--- config.mk ---
export PLATFORM = sky130hd
export DESIGN_NAME = bf_core
export DESIGN_NICKNAME = d
export VERILOG_FILES = /design/src/rtl/bf_pkg.sv /design/src/rtl/bf_loop_stack.sv /design/src/rtl/bf_core.sv
export SDC_FILE = /design/constraint.sdc
export NUM_CORES = 1
export LEC_CHECK = 0
export BUFFER_PORTS_ARGS = -buffer_cell sky130_fd_sc_hd__buf_2
export CORE_ASPECT_RATIO = 1.2
export CORE_MARGIN = 2
export CORE_UTILIZATION = 62
export CTS_BUF_LIST = sky130_fd_sc_hd__clkbuf_8 sky130_fd_sc_hd__clkbuf_16
export CTS_CLUSTER_DIAMETER = 120
export DETAILED_ROUTE_END_ITERATION = 8
export PLACE_DENSITY = 0.78
export SLEW_MARGIN = 20
export SYNTH_ARGS = -nofsm -noshare
export SYNTH_HDL_FRONTEND = slang
export SYNTH_SLANG_ARGS = --single-unit
--- constraint.sdc ---
create_clock -name clock -period 5.7 [get_ports clock]
set_input_delay 0.285 -clock clock [delete_from_list [all_inputs] [get_ports clock]]
set_output_delay 0.285 -clock clock [all_outputs]
set_load 0.05 [all_outputs]
--- src/rtl/bf_pkg.sv ---
// Shared definitions for the bf execution core: opcodes, FSM states and
// default widths.
package bf_pkg;

  localparam int PC_W_DEF    = 16;
  localparam int ADDR_W_DEF  = 16;
  localparam int DATA_W_DEF  = 8;
  localparam int STACK_D_DEF = 16;

  localparam logic [3:0] OP_RIGHT = 4'd0;
  localparam logic [3:0] OP_LEFT  = 4'd1;
  localparam logic [3:0] OP_INC   = 4'd2;
  localparam logic [3:0] OP_DEC   = 4'd3;
  localparam logic [3:0] OP_PUT   = 4'd4;
  localparam logic [3:0] OP_GET   = 4'd5;
  localparam logic [3:0] OP_OPEN  = 4'd6;
  localparam logic [3:0] OP_CLOSE = 4'd7;
  localparam logic [3:0] OP_HALT  = 4'd15;

  typedef enum logic [2:0] {
    ST_RUN     = 3'd0,
    ST_WB      = 3'd1,
    ST_SKIP    = 3'd2,
    ST_WAIT_TX = 3'd3,
    ST_HALT    = 3'd4
  } state_t;

endpackage

--- src/rtl/bf_loop_stack.sv ---
// Bracket return stack: holds the pc of each open '[' so that ']' can jump
// back without rescanning. Only the fill level is reset; entries above it
// are dead data.
module bf_loop_stack
  import bf_pkg::*;
#(
  parameter int STACK_D = STACK_D_DEF,
  parameter int PC_W    = PC_W_DEF
) (
  input  logic            clock,
  input  logic            reset_n,
  input  logic            push,
  input  logic            pop,
  input  logic [PC_W-1:0] din,
  output logic [PC_W-1:0] top,
  output logic            full,
  output logic            empty
);

  localparam int CW = $clog2(STACK_D + 1);
  localparam int IW = (STACK_D > 1) ? $clog2(STACK_D) : 1;

  logic [CW-1:0]   cnt;
  logic [PC_W-1:0] mem [STACK_D];
  logic [IW-1:0]   wr_idx;
  logic [IW-1:0]   rd_idx;

  assign wr_idx = IW'(cnt);
  assign rd_idx = IW'(cnt - CW'(1));
  assign full   = (cnt == CW'(STACK_D));
  assign empty  = (cnt == '0);
  assign top    = mem[rd_idx];

  // Fill level; a push on a full stack or a pop on an empty one is ignored.
  always_ff @(posedge clock or negedge reset_n) begin
    if (!reset_n) begin
      cnt <= '0;
    end else if (push && !full) begin
      cnt <= cnt + CW'(1);
    end else if (pop && !empty) begin
      cnt <= cnt - CW'(1);
    end
  end

  // Entry storage, written at the current fill level on push.
  always_ff @(posedge clock) begin
    if (push && !full) begin
      mem[wr_idx] <= din;
    end
  end

endmodule

--- src/rtl/bf_core.sv ---
// bf execution core: one op per cycle from a 4-bit program ROM, with
// hardware loops, forward skip over zero-cell loops, valid/ready console
// output, keyboard input, HALT and sticky error detection.
module bf_core
  import bf_pkg::*;
#(
  parameter int PC_W    = PC_W_DEF,
  parameter int ADDR_W  = ADDR_W_DEF,
  parameter int DATA_W  = DATA_W_DEF,
  parameter int STACK_D = STACK_D_DEF
) (
  input  logic              clock,
  input  logic              reset_n,
  input  logic [3:0]        i_prg,
  input  logic [DATA_W-1:0] i_din,
  output logic [PC_W-1:0]   pc,
  output logic [ADDR_W-1:0] cursor,
  output logic [DATA_W-1:0] out,
  output logic              we,
  input  logic [DATA_W-1:0] kbd_data,
  input  logic              kbd_valid,
  output logic              kbd_ack,
  output logic [DATA_W-1:0] tx_data,
  output logic              tx_valid,
  input  logic              tx_ready,
  output logic              halted,
  output logic              error
);

  state_t          state;
  logic [PC_W-1:0] depth;
  logic [PC_W-1:0] pc_inc;
  logic            din_zero;
  logic            stk_push;
  logic            stk_pop;
  logic [PC_W-1:0] stk_top;
  logic            stk_full;
  logic            stk_empty;

  assign pc_inc   = pc + PC_W'(1);
  assign din_zero = (i_din == '0);

  bf_loop_stack #(
    .STACK_D (STACK_D),
    .PC_W    (PC_W)
  ) u_stack (
    .clock   (clock),
    .reset_n (reset_n),
    .push    (stk_push),
    .pop     (stk_pop),
    .din     (pc),
    .top     (stk_top),
    .full    (stk_full),
    .empty   (stk_empty)
  );

  // Stack strobes: push on a taken '[', pop when ']' falls through.
  always_comb begin
    stk_push = 1'b0;
    stk_pop  = 1'b0;
    if (state == ST_RUN) begin
      if (i_prg == OP_OPEN && !din_zero && !stk_full) stk_push = 1'b1;
      if (i_prg == OP_CLOSE && din_zero && !stk_empty) stk_pop = 1'b1;
    end
  end

  // Main FSM with all datapath and handshake registers.
  always_ff @(posedge clock or negedge reset_n) begin
    if (!reset_n) begin
      state    <= ST_RUN;
      depth    <= '0;
      pc       <= '0;
      cursor   <= '0;
      out      <= '0;
      we       <= 1'b0;
      kbd_ack  <= 1'b0;
      tx_data  <= '0;
      tx_valid <= 1'b0;
      halted   <= 1'b0;
      error    <= 1'b0;
    end else begin
      we      <= 1'b0;
      kbd_ack <= 1'b0;
      case (state)
        ST_RUN: begin
          case (i_prg)
            OP_RIGHT: begin
              cursor <= cursor + ADDR_W'(1);
              pc     <= pc_inc;
            end
            OP_LEFT: begin
              cursor <= cursor - ADDR_W'(1);
              pc     <= pc_inc;
            end
            OP_INC: begin
              out   <= i_din + DATA_W'(1);
              we    <= 1'b1;
              pc    <= pc_inc;
              state <= ST_WB;
            end
            OP_DEC: begin
              out   <= i_din - DATA_W'(1);
              we    <= 1'b1;
              pc    <= pc_inc;
              state <= ST_WB;
            end
            OP_PUT: begin
              tx_data  <= i_din;
              tx_valid <= 1'b1;
              pc       <= pc_inc;
              state    <= ST_WAIT_TX;
            end
            OP_GET: begin
              // Stall on this op until a keyboard byte is offered.
              if (kbd_valid) begin
                out     <= kbd_data;
                we      <= 1'b1;
                kbd_ack <= 1'b1;
                pc      <= pc_inc;
                state   <= ST_WB;
              end
            end
            OP_OPEN: begin
              if (!din_zero) begin
                if (stk_full) begin
                  error  <= 1'b1;
                  halted <= 1'b1;
                  state  <= ST_HALT;
                end else begin
                  pc <= pc_inc;
                end
              end else begin
                depth <= PC_W'(1);
                pc    <= pc_inc;
                state <= ST_SKIP;
              end
            end
            OP_CLOSE: begin
              if (stk_empty) begin
                error  <= 1'b1;
                halted <= 1'b1;
                state  <= ST_HALT;
              end else if (!din_zero) begin
                // Loop back to the op after the matching '['; entry stays.
                pc <= stk_top + PC_W'(1);
              end else begin
                pc <= pc_inc;
              end
            end
            OP_HALT: begin
              halted <= 1'b1;
              state  <= ST_HALT;
            end
            default: begin
              pc <= pc_inc;
            end
          endcase
        end
        ST_WB: begin
          // RAM write lands at the end of this cycle; nothing reads i_din here.
          state <= ST_RUN;
        end
        ST_SKIP: begin
          if (i_prg == OP_HALT) begin
            error  <= 1'b1;
            halted <= 1'b1;
            state  <= ST_HALT;
          end else if (i_prg == OP_CLOSE && depth == PC_W'(1)) begin
            depth <= '0;
            pc    <= pc_inc;
            state <= ST_RUN;
          end else if (pc_inc == '0) begin
            // Ran off the end of program space without finding the ']'.
            error  <= 1'b1;
            halted <= 1'b1;
            state  <= ST_HALT;
          end else begin
            if (i_prg == OP_OPEN)  depth <= depth + PC_W'(1);
            if (i_prg == OP_CLOSE) depth <= depth - PC_W'(1);
            pc <= pc_inc;
          end
        end
        ST_WAIT_TX: begin
          if (tx_ready) begin
            tx_valid <= 1'b0;
            state    <= ST_RUN;
          end
        end
        ST_HALT: begin
          state <= ST_HALT;
        end
        default: begin
          state <= ST_HALT;
        end
      endcase
    end
  end

endmodule
# == Word-level counts from Yosys, hierarchy flattened ==
# Memories as Yosys holds them, arrays and structs flattened.
# Index checks and enable logic that the tools add are counted.
# classes
mul,0
bitwise_logic,0
n_div,0
order_cmp,0
n_shift,0
mux,57
eq_ne,35
addsub,10
reduce_logical,30
# op_table
cell,n
16-bit two-way mux,15
16-bit case mux with 2 select lines,3
16-bit by 1-bit adder with 16-bit output (second input constant),4
16-bit case mux with 4 select lines,1
16-bit by 1-bit subtractor with 16-bit output (second input constant),2
3-bit two-way mux,8
8-bit case mux with 3 select lines,1
7-bit AND reduction,3
1-bit two-way mux,18
3-bit != test (second input constant),6
3-bit case mux with 6 select lines,1
16-bit by 1-bit equality test with 1-bit output (second input constant),1
4-bit by 3-bit equality test with 1-bit output (second input constant),4
16-bit zero test,1
4-bit != test (second input constant),3
3-bit case mux with 4 select lines,1
6-bit AND reduction,2
5-bit two-way mux,2
2-bit != test (second input constant),5
1-bit case mux with 2 select lines,5
8-bit by 1-bit adder with 8-bit output (second input constant),1
4-bit by 2-bit equality test with 1-bit output (second input constant),2
8-bit zero test,1
8-bit two-way mux,1
other kinds (25),41
# word_totals
mem_count,1
wordCells,145
register_bits,77
out_inout_bits,53
mem_bits_ro,0
latchBits,0
mem_bits_rw,256
# memory_table
memory,words,word_bits,read_ports,rd_ports_with_merged_regs,wr,line_no,source
u_stack.mem,16,16,1,0,1,bf_loop_stack.sv:24,logic [PC_W-1:0] mem [STACK_D];

# == Longest topological paths before layout ==
# Gate-level depths: netlist of run 1.
# logic_depth
word_depth,9
ltp_mapped,18
mapped_depth_nobuf,12

# == By module ==
# Synthesis of run 1 repeated with hierarchy kept, for this count alone.
# unflattened
hier_cells,1143
hier_area_um2,15640.0
# by_module_without_submodules
mod,area_per_inst_um2,cells_per_inst,n_inst
bf_loop_stack,10224.8,471,1
bf_core,5415.2,672,1

# == Least setup slack after synthesis of run 1 ==
# OpenSTA, ideal clock, no wires.
# synth_path
path_kind,register to register
from,register u_stack.cnt[0]
to,register pc[14]
arrival_time_ns,3.954
required_ns,5.580
slack_ns,1.626
path_stages_with_launch,19
synth_period_minus_slack_ns,4.074
cell_sequence,dfrtp_1 buf_6 buf_12 buf_12 buf_4 buf_2 inv_1 ha_1 buf_2 buf_4 inv_1 buf_2 mux4_2 o21a_1 a21oi_1 nand4_1 or3_1 xnor2_1 o211a_1
# synth_via
elab_chain_len,7
elab_cells_between_ends,12
classes_between,2 x add/sub; 3 x eq/ne; 4 x mux; 2 x reduce/logical; 1 x memory
# synth_lines
element,line_no,source
from (decl),bf_loop_stack.sv:23,logic [CW-1:0] cnt;
from (signal assigned),bf_loop_stack.sv:39,cnt <= cnt + CW'(1);
from (signal assigned),bf_loop_stack.sv:41,cnt <= cnt - CW'(1);
5-bit by 1-bit subtractor with 5-bit output,--,
memory read 16 x 16 bit,--,
16-bit by 1-bit adder with 16-bit output,bf_core.sv:145,pc <= stk_top + PC_W'(1);
16-bit two-way mux,bf_core.sv:143,end else if (!din_zero) begin
16-bit two-way mux,bf_core.sv:139,if (stk_empty) begin
16-bit case mux with 4 select lines,bf_core.sv:86,case (i_prg)
16-bit case mux with 2 select lines,bf_core.sv:84,case (state)
to (signal assigned),bf_core.sv:89,pc <= pc_inc;
to (signal assigned),bf_core.sv:145,
to (signal assigned),bf_core.sv:147,pc <= pc_inc;
to (decl),bf_core.sv:16,"output logic [PC_W-1:0] pc,"
# Several ways; a longest one is shown, not always the timed one. The select of a mux whose other input is x is not followed.
# A chain may end at the register's enable or synchronous reset.

# == Worst setup path after layout of run 1 ==
# layout_path
from,register u_stack.cnt[0]
to,register pc[13]
# The elaborated chain is that of the path after synthesis.

==> results.json, run 1 <==
{
  "status": "finished clean",
  "ant_nets": 0,
  "crit_type": "flip-flop to flip-flop",
  "worst_hold_slack_ns": 0.01655,
  "rsz0062_at_grt": "no",
  "ioPinCount": 77,
  "layout-drive-gt1-share": 0.1834,
  "cts_hold_buf": 3,
  "synth-seq-cells": 333,
  "synth.net_count": 1147,
  "grt_max_degree": 71,
  "placed_cell_area_um2": 16400,
  "p_clk_frac": 0.224,
  "synth_top_area_share": 0.4883,
  "worst_pin_slew_ns": 1.069,
  "viasPerCell": 6.470,
  "wl_um": 35870,
  "ys.flop_type": "edfxtp_1",
  "synthTopCellsByArea": "edfxtp_1 (49%), dfrtp_1 (12%), mux4_1 (6.0%)",
  "crit_family": "compound AO/OA/AOI/OAI gates",
  "relSlewSlack": 0.2835,
  "drv_cap": 0,
  "synth_cell_type_count": 83,
  "grt_pass1_vias": 9804,
  "crit_fanout": 21,
  "pwr-share-seq": 0.409,
  "vias": 9828,
  "power_mw": 8.371,
  "root_buffer": "clkbuf_16",
  "clk_latency_ns": 0.56,
  "post-route-util": 0.6986,
  "ys_seq_area_frac": 0.6107,
  "syn_area_per_cell_um2": 14.44,
  "timing.final.hold_violations": 0,
  "synth_top_cell_by_area": "edfxtp_1",
  "combPwrFrac": 0.367,
  "cts_resized": 0,
  "endpoint_kind": "flip-flop",
  "grt.overflow.total": 0,
  "die_w_um": 149.5,
  "cts_tree": "built",
  "cts_setup_buffers": 0,
  "synth-edff-count": 256,
  "syn_to_final_growth_pct": 10.18,
  "fin_cells": 1519,
  "wire_per_inst_um": 23.61,
  "swShare": 0.3754,
  "synthCells": 1090,
  "period_needed_ns": 4.430,
  "drc": 0,
  "drt_iter0_markers": 953,
  "critPathSlowestCell": "xor2_2",
  "max_freq_mhz": 225.8,
  "gp_congestion": 0.9439,
  "async_flop_share": 0.2312,
  "drt_first_pass_iters": 5,
  "hpwl_um": 22400,
  "diodes": 0,
  "power_switching_mw": 3.143,
  "fin_ws_ns": 1.270,
  "nNetsFinal": 1228,
  "num_rows": 63,
  "fin_crit_sh": 0.7771,
  "die_h_um": 178.6,
  "die_area_um2": 26690,
  "maxSlewViolCount": 0,
  "setup_viol": 0,
  "p_leak_nw": 6.522,
  "path_cells": "inv_1 > ha_1 > xor2_2 > buf_4 > mux2i_1 > o21ai_0 > nand4_1 > or4_1 > a31oi_1 > o22a_1",
  "antenna_found_initial": 0,
  "arrival_ns": 4.92,
  "path_buf_inv": 2,
  "portBuffers": 76,
  "fin_area_um2": 17350,
  "dpl.cell_count": 1460,
  "cts_sinks": 333,
  "numCtsBuffers": 31,
  "clk_pin_slew_ns": 0.06,
  "grtUsageTotal": 0.2761,
  "min_path_type": "primary input to flip-flop",
  "nFillCells": 1636,
  "cp-start-kind": "flip-flop",
  "setup-tns-final_ns": 0,
  "place_ws_ns": 1.394,
  "grt_pass1_wl_um": 55300,
  "cpPeakStageDelay_ns": 0.75,
  "core_um2": 24830,
  "synthesis.area_um2": 15740,
  "cts_max_level": 1,
  "skew_ns": 0.01641,
  "irDropWorstVdd_v": 0.0003595,
  "cts.path.max_buffers": 3,
  "intPower_mw": 5.229,
  "synth_warnings": 0,
  "start_util": 0.6340,
  "critPathRequiredTime_ns": 6.19,
  "powerDensity_nw_per_um2": 482.6
}
==> power groups by stage <==
stage	clock, mW	sequential, mW	combinational (mW)
after detailed placement	0	3.47	3.05
after floorplan	0	3.87	1.90
after global placement	0	3.45	2.98
after global routing	1.99	3.48	3.29
final	1.88	3.43	3.07
after CTS	1.89	3.42	3.07
==> final cells by class <==
| cell class | instances | area, µm² | area share |
|---|---|---|---|
| inverter | 25 | 93.84 | 0.005410 |
| multi-input combinational | 680 | 5739 | 0.3309 |
| clock inverter | 25 | 133.9 | 0.007718 |
| sequential | 333 | 9618 | 0.5545 |
| tap | 325 | 406.6 | 0.02344 |
| timing repair buffer | 100 | 578.1 | 0.03333 |
| clock buffer | 31 | 775.7 | 0.04472 |
==> placed cells by master, fill, tap and decap left out, types with 6 or more instances in the layout <==
cell       Yosys  final
a21oi_1       45     45
and2_1        12     11
xor2_1        25     25
inv_1         25     37
xnor2_1       23     21
or2_2          6      6
a21o_1         8      8
buf_2         14     75
nand3_1       26     26
nor4_1        12     12
clkbuf_16      0     31
a211oi_1       9      9
nand2_1       81     81
ha_1          31     30
or4_1          8      8
mux4_1        36     36
o211ai_1      12     12
nand4_1       11     11
o21ai_0       44     44
nor3_1        23     22
or3_1         11     11
nor2_1        71     70
mux4_2        34     34
dfrtp_1       77     76
buf_4          5     21
mux2_2        13     13
a31oi_1       10     10
and3_1        11      7
edfxtp_1     256    256
and3_2         2      6
mux2i_1       16     16
o31ai_1        8      8
==> cell families after synthesis <==
group                      synth area share
DFF                                  0.6107
and+or+nand+nor                      0.1037
muxes                                0.1282
buffers and inverters               0.02766
adders and majority gates           0.02718
xor gates and xnor gates            0.02774
AOI/OAI and AO/OA                   0.07479
==> metal layers <==
layer / track usage / vias to the layer above / routed length (µm)
li1: - / 4429 / -
met1: 0.3679 / 4908 / 14070
met2: 0.4587 / 416 / 17780
met3: 0.05473 / 75 / 2933
met4: 0.09563 / 0 / 1089
met5: 0 / - / 0
==> registers in the layout (all words and copies together), names as in the netlist <==
name	count
cursor	16
depth	16
error	1
halted	1
kbd_ack	1
out	8
pc	16
state	3
tx_data	8
tx_valid	1
u_stack.cnt	5
u_stack.mem	256
we	1
==> synth_stat cells, types with 10 or more instances <==
library cell	number
dfrtp_1	77
ha_1	31
mux2_2	13
xnor2_1	23
nor2_1	71
and2_1	12
nor3_1	23
mux4_1	36
clkbuf_1	22
nor4_1	12
buf_2	14
a21oi_1	45
inv_1	25
and3_1	11
or3_1	11
nand3_1	26
nand4_1	11
xor2_1	25
nand2_1	81
a31oi_1	10
mux2i_1	16
o21ai_0	44
edfxtp_1	256
o211ai_1	12
mux4_2	34
==> path summary, 6_finish.rpt <==
path                                                 start                          to  slack, ns  cells past startpoint
min in group asynchronous                          reset_n        depth[9]$_DFFE_PN0P_       0.08                      2
worst max-delay path            u_stack.cnt[0]$_DFFE_PN0P_          pc[13]$_DFFE_PN0P_       1.27                     10
max in group asynchronous                          reset_n  u_stack.cnt[0]$_DFFE_PN0P_       4.36                      3
worst min-delay path                              i_din[3]      tx_data[3]$_DFFE_PN0P_       0.02                      2
worst min register to register           error$_DFFE_PN0P_           error$_DFFE_PN0P_       0.47                      1
worst max register to register  u_stack.cnt[0]$_DFFE_PN0P_          pc[13]$_DFFE_PN0P_       1.27                     10
No activity file was read; power rests on OpenSTA's default activity.
==> run 2: changes to the inputs <==
clock period = 4.2 ns   (was 5.7 ns; I/O delays follow)
==> run 2 against run 1 <==
- total power increased by 40%
- first-iteration DRC count decreased by 10%
- count of clock-buffer cells in the layout is 4 higher
- critical path depth is 1 higher
- critical endpoint unchanged
- global-route usage down 0.24 points
- maximum frequency is 13% higher
- die area unchanged
- worst setup slack worse by 0.99 ns
- sequential share of layout area down 1.4 points
- register-to-register slack worse by 0.99 ns
- combinational power is 52% higher
- cell area grew 2.5%
==> results.json, run 2 (synthesized netlist as in run 1, its figures left out) <==
{
  "die_w_um": 149.5,
  "endpoint_kind": "flip-flop",
  "reg2reg_slack_ns": 0.28,
  "path_depth": 11,
  "critPathRequiredTime_ns": 4.69,
  "die_h_um": 178.6,
  "nNetsFinal": 1266,
  "r2r-start": "u_stack.cnt[0]$_DFFE_PN0P_",
  "layout_commonest_cell": "edfxtp_1",
  "wire_per_inst_um": 22.88,
  "regMostFlops": "u_stack.mem",
  "powerDensity_nw_per_um2": 660.3,
  "fin_ws_ns": 0.2816,
  "drt_first_pass_iters": 5,
  "layout-drive-gt1-share": 0.1969,
  "drc": 0,
  "period_needed_ns": 3.918,
  "antenna_found_initial": 0,
  "holdPathEnd": "out[7]$_DFFE_PN0P_",
  "setup-tns-final_ns": 0,
  "portBuffers": 76,
  "wl_um": 35680,
  "core_um2": 24830,
  "crit_family": "simple AND/OR/NAND/NOR gates",
  "die_area_um2": 26690,
  "crit_fanout": 18,
  "r2r_cells": 11,
  "syn_to_final_growth_pct": 12.98,
  "viasPerCell": 6.458,
  "grtUsageTotal": 0.2737,
  "clk_pin_slew_ns": 0.06,
  "fin_crit_sh": 0.9330,
  "root_buffer": "clkbuf_16",
  "grt.overflow.total": 0,
  "place_ws_ns": 0.2621,
  "min_path_type": "primary input to flip-flop",
  "worstHoldStart": "kbd_data[7]",
  "fin_area_um2": 17790,
  "skew_ns": 0.02083,
  "cts.path.max_buffers": 3,
  "final_cell_mix": "edfxtp_1 (256), nand2_1 (81), dfrtp_1 (76)",
  "crit_type": "flip-flop to flip-flop",
  "cts_setup_buffers": 0,
  "grt_pass1_wl_um": 55660,
  "timing.final.hold_violations": 0,
  "path_buf_inv": 2,
  "vias": 10070,
  "setup_viol": 0,
  "hpwl_um": 21760,
  "post-route-util": 0.7163,
  "largest_reg_flops": 256,
  "relSlewSlack": 0.2846,
  "ant_nets": 0,
  "numCtsBuffers": 31,
  "cts_max_level": 1,
  "cts_tree": "built",
  "critPathSlowestCell": "xor2_2",
  "drv_cap": 0,
  "irDropWorstVdd_v": 0.0004902,
  "worst_pin_slew_ns": 1.073,
  "start_util": 0.6340,
  "p_leak_nw": 6.753,
  "r2r-end": "pc[13]$_DFFE_PN0P_",
  "path_cells": "inv_1 > ha_1 > xor2_2 > buf_4 > mux4_2 > nand3_1 > a21oi_1 > nand4_1 > or4_1 > a31oi_1 > o22a_1",
  "ioPinCount": 77,
  "rsz0062_at_grt": "no",
  "diodes": 0,
  "grt_max_degree": 55,
  "hold-path-cell-count": 4,
  "max_freq_mhz": 255.2,
  "drt_iter0_markers": 858,
  "cpPeakStageDelay_ns": 0.56,
  "maxSlewViolCount": 0,
  "status": "finished clean",
  "placed_cell_area_um2": 16590,
  "num_rows": 63,
  "arrival_ns": 4.41,
  "clk_latency_ns": 0.56,
  "cts_sinks": 333,
  "grt_pass1_vias": 10190,
  "gp_congestion": 0.8940,
  "cp-start-kind": "flip-flop"
}
[run 2: metal layers]
metal,part of all wire,vias to the layer above,track usage
met4,0.033,0,0.09444
met3,0.073,87,0.04322
met5,0,-,0
li1,-,4496,-
met2,0.51,444,0.4711
met1,0.39,5041,0.3572
[run 2: tightest hold or removal path: stages]
cell and delay, ns:
buf_2 0.10, nand3b_1 0.15, o21ai_0 0.08, a21oi_1 0.05
[run 2: per-stage QoR]
step	instances	total power [mW]	hold WS, ns
floorplan	1090	7.821	-0.08559
global route	1559	12.26	0.06903
finish	1559	11.74	0.06714
CTS	1559	11.79	0.02679
detailed placement	1483	8.972	0.2707
global placement	1483	8.878	0.2720
[run 2: worst max-delay path by stage]
stage,slack (ns),from,end
floorplan,0.13,u_stack.cnt[0]$_DFFE_PN0P_,pc[14]$_DFFE_PN0P_
global placement,0.41,u_stack.cnt[0]$_DFFE_PN0P_,pc[13]$_DFFE_PN0P_
detailed placement,0.26,u_stack.cnt[0]$_DFFE_PN0P_,pc[13]$_DFFE_PN0P_
CTS,0.20,u_stack.cnt[0]$_DFFE_PN0P_,pc[13]$_DFFE_PN0P_
global route,0.08,u_stack.cnt[0]$_DFFE_PN0P_,pc[13]$_DFFE_PN0P_
finish,0.28,u_stack.cnt[0]$_DFFE_PN0P_,pc[13]$_DFFE_PN0P_
[run 2: repair_timing]
action | 4_1_cts | 5_1_grt
hold buffers | 18 | 0
gates resized for setup | 0 | 1
endpoints found under the hold margin | 64 | 0
setup endpoints to repair | 0 | 1
[run 2: final cells by class]
| type | count | area [µm²] |
|---|---|---|
| multi-input cells | 680 | 5733 |
| repair buffers | 138 | 918.4 |
| well taps | 325 | 406.6 |
| clock inverters | 23 | 185.2 |
| inverters | 25 | 93.84 |
| flip-flops and latches | 333 | 9618 |
| clock buffers | 35 | 830.8 |
| fillers | 1580 | 7044 |
[run 2: power breakdown]
part	switching, mW	total (mW)	internal, mW
clock	1.17	2.76	1.59
combinational	2.95	4.67	1.72
sequential	0.219	4.31	4.09
total	4.34	11.7	7.40
==> run 3: changes to the inputs <==
PLACE_DENSITY = 0.8   (was 0.78)
SYNTH_HIERARCHICAL = 1   (was unset)
==> run 3 against run 2 <==
- maximum frequency rose by 3.5%
- count of clock-buffer cells in the layout decreased by 4
- wire length is essentially flat
- hold slack got worse by 0.042 ns
- global-route usage increased by 0.43 points
- register-to-register slack improved by 0.13 ns
- critical path type unchanged
- critical endpoint is now pc[12]$_DFFE_PN0P_
==> results.json, run 3 <==
{
  "status": "finished clean",
  "clk_latency_ns": 0.56,
  "swShare": 0.3443,
  "synth_top_area_share": 0.4915,
  "synth_top_family_by_area": "multiplexers",
  "drt_first_pass_iters": 6,
  "timing.final.hold_violations": 0,
  "die_h_um": 178.0,
  "syn_area_per_cell_um2": 13.68,
  "async_flop_share": 0.2312,
  "wire_per_inst_um": 22.08,
  "ys.flop_type": "edfxtp_1",
  "diodes": 0,
  "synth_simple_gate_area_frac": 0.1038,
  "synth_compound_area_frac": 0.09480,
  "critPathRequiredTime_ns": 4.67,
  "grt.overflow.total": 0,
  "irDropWorstVdd_v": 0.0005010,
  "combPwrFrac": 0.358,
  "powerDensity_nw_per_um2": 575.6,
  "place_ws_ns": 0.5283,
  "synth.net_count": 1200,
  "p_leak_nw": 6.726,
  "cts.path.max_buffers": 3,
  "synth_warnings": 6,
  "hpwl_um": 22030,
  "root_buffer": "clkbuf_16",
  "drc": 0,
  "die_w_um": 149.0,
  "fin_ws_ns": 0.4139,
  "crit_family": "compound AO/OA/AOI/OAI gates",
  "skew_ns": 0.01674,
  "setup-tns-final_ns": 0,
  "drt_iter0_markers": 1235,
  "gp_congestion": 0.8769,
  "ys_seq_area_frac": 0.6147,
  "p_clk_frac": 0.265,
  "synth_adder_area_share": 0.02736,
  "endpoint_kind": "flip-flop",
  "cts_max_level": 1,
  "crit_type": "flip-flop to flip-flop",
  "grtUsageTotal": 0.2780,
  "min_path_type": "primary input to flip-flop",
  "vias": 10290,
  "portBuffers": 76,
  "max_freq_mhz": 264.1,
  "power_switching_mw": 3.532,
  "relSlewSlack": 0.3364,
  "path_buf_inv": 2,
  "path_cells": "inv_1 > ha_2 > xor2_4 > buf_4 > mux4_2 > mux2i_1 > a21oi_1 > nand2_1 > nor2_1 > nand3_1 > xor2_1 > nand2_1 > o311ai_0 > a21oi_1",
  "largest_reg_flops": 256,
  "num_rows": 63,
  "maxSlewViolCount": 0,
  "crit_fanout": 30,
  "cts_setup_buffers": 0,
  "synth-edff-count": 256,
  "grt_pass1_wl_um": 56460,
  "period_needed_ns": 3.786,
  "synth_cell_type_count": 69,
  "critPathSlowestCell": "dfrtp_4",
  "viasPerCell": 6.377,
  "synthTopCellsByArea": "edfxtp_1 (49%), dfrtp_1 (12%), mux4_2 (9.2%)",
  "grt_max_degree": 69,
  "nFillCells": 1624,
  "fin_area_um2": 17820,
  "intPower_mw": 6.728,
  "pwr-share-seq": 0.376,
  "start_util": 0.6319,
  "layout-drive-gt1-share": 0.2227,
  "nNetsFinal": 1323,
  "die_area_um2": 26520,
  "cp-start-kind": "flip-flop",
  "synthTopCellsByCount": "edfxtp_1 (256), nand2_1 (114), dfrtp_1 (77)",
  "synth.area.mux_share": 0.1101,
  "fin_crit_sh": 0.9015,
  "synthesis.area_um2": 15640,
  "rsz0062_at_grt": "no",
  "placed_cell_area_um2": 16660,
  "arrival_ns": 4.26,
  "layout_commonest_cell": "edfxtp_1",
  "synthCells": 1143,
  "cts_hold_buf": 18,
  "grt_pass1_vias": 10250,
  "drv_cap": 0,
  "numCtsBuffers": 31,
  "ant_nets": 0,
  "clk_pin_slew_ns": 0.07,
  "cpPeakStageDelay_ns": 0.50,
  "synth_top_cell_by_area": "edfxtp_1",
  "final_cell_mix": "edfxtp_1 (256), nand2_1 (114), dfrtp_1 (76)",
  "setup_viol": 0,
  "synth-seq-cells": 333,
  "synth_xor_area_frac": 0.02344,
  "cts_resized": 0,
  "regMostFlops": "u_stack/mem",
  "syn_to_final_growth_pct": 13.97,
  "core_um2": 24750,
  "antenna_found_initial": 0,
  "worst_pin_slew_ns": 0.9954,
  "ioPinCount": 77,
  "wl_um": 35650,
  "cts_sinks": 333,
  "cts_tree": "built",
  "synth_most_common_cell": "edfxtp_1"
}
run 3: power groups by stage:
stage	Clock (mW)	Sequential, mW	Combinational (mW)
after floorplan	0	4.38	2.25
after global placement	0	3.91	3.56
after detailed placement	0	3.92	3.63
after CTS	2.76	3.86	3.68
after global routing	2.89	3.88	3.93
final	2.72	3.86	3.68
run 3: worst reg2reg max path, stage by stage (launching register included):
cell	delay (ns)
dfrtp_4	0.50
inv_1	0.12
ha_2	0.30
xor2_4	0.20
buf_4	0.42
mux4_2	0.30
mux2i_1	0.08
a21oi_1	0.46
nand2_1	0.10
nor2_1	0.45
nand3_1	0.17
xor2_1	0.17
nand2_1	0.08
o311ai_0	0.17
a21oi_1	0.21
run 3: metal layers:
metal,track usage,vias to the layer above,wire [µm]
met1,0.3708,5125,13940
met2,0.4806,453,17940
met4,0.07937,0,1069
met5,0,-,0
li1,-,4641,-
met3,0.04220,74,2697
run 3: cell families (layout without fill, tap and decap cells):
logic type	Yosys count	after routing
mux	91	91
fa+ha+maj	33	33
compound gates	228	228
buf+inv	87	233
xor+xnor	41	41
flops	333	333
simple gates	330	330
run 3: final timing paths:
check	startpoint	end	slack, ns	cells past startpoint
max reg2reg	u_stack/cnt[0]$_DFFE_PN0P_	pc[12]$_DFFE_PN0P_	0.41	14
min in group asynchronous	reset_n	cursor[10]$_DFFE_PN0P_	0.18	2
min	i_din[1]	tx_data[1]$_DFFE_PN0P_	0.03	3
min reg2reg	cursor[15]$_DFFE_PN0P_	cursor[15]$_DFFE_PN0P_	0.47	1
max in group asynchronous	reset_n	u_stack/cnt[0]$_DFFE_PN0P_	3.07	3
max	u_stack/cnt[0]$_DFFE_PN0P_	pc[12]$_DFFE_PN0P_	0.41	14
run 3: area by class of cell:
| cell class | instances | area, µm² | share of cell area |
|---|---|---|---|
| repair buffers | 151 | 1041 | 0.05840 |
| clock buffers | 31 | 775.7 | 0.04352 |
| clock inverters | 25 | 210.2 | 0.01179 |
| flip-flops and latches | 333 | 9618 | 0.5396 |
| multi-input cells | 723 | 5675 | 0.3184 |
| inverters | 26 | 97.59 | 0.005475 |
| well taps | 325 | 406.6 | 0.02281 |
run 3: through the flow:
step	power [mW]	hold slack (ns)	utilization	cells
3_3_place_gp	7.470	0.2277	0.6730	1540
2_1_floorplan	6.626	-0.08559	-	1143
6_report	10.26	0.02523	0.7202	1614
4_1_cts	10.30	0.002606	0.7202	1614
3_5_place_dp	7.550	0.2293	0.6730	1540
5_1_grt	10.70	0.01203	0.7202	1614
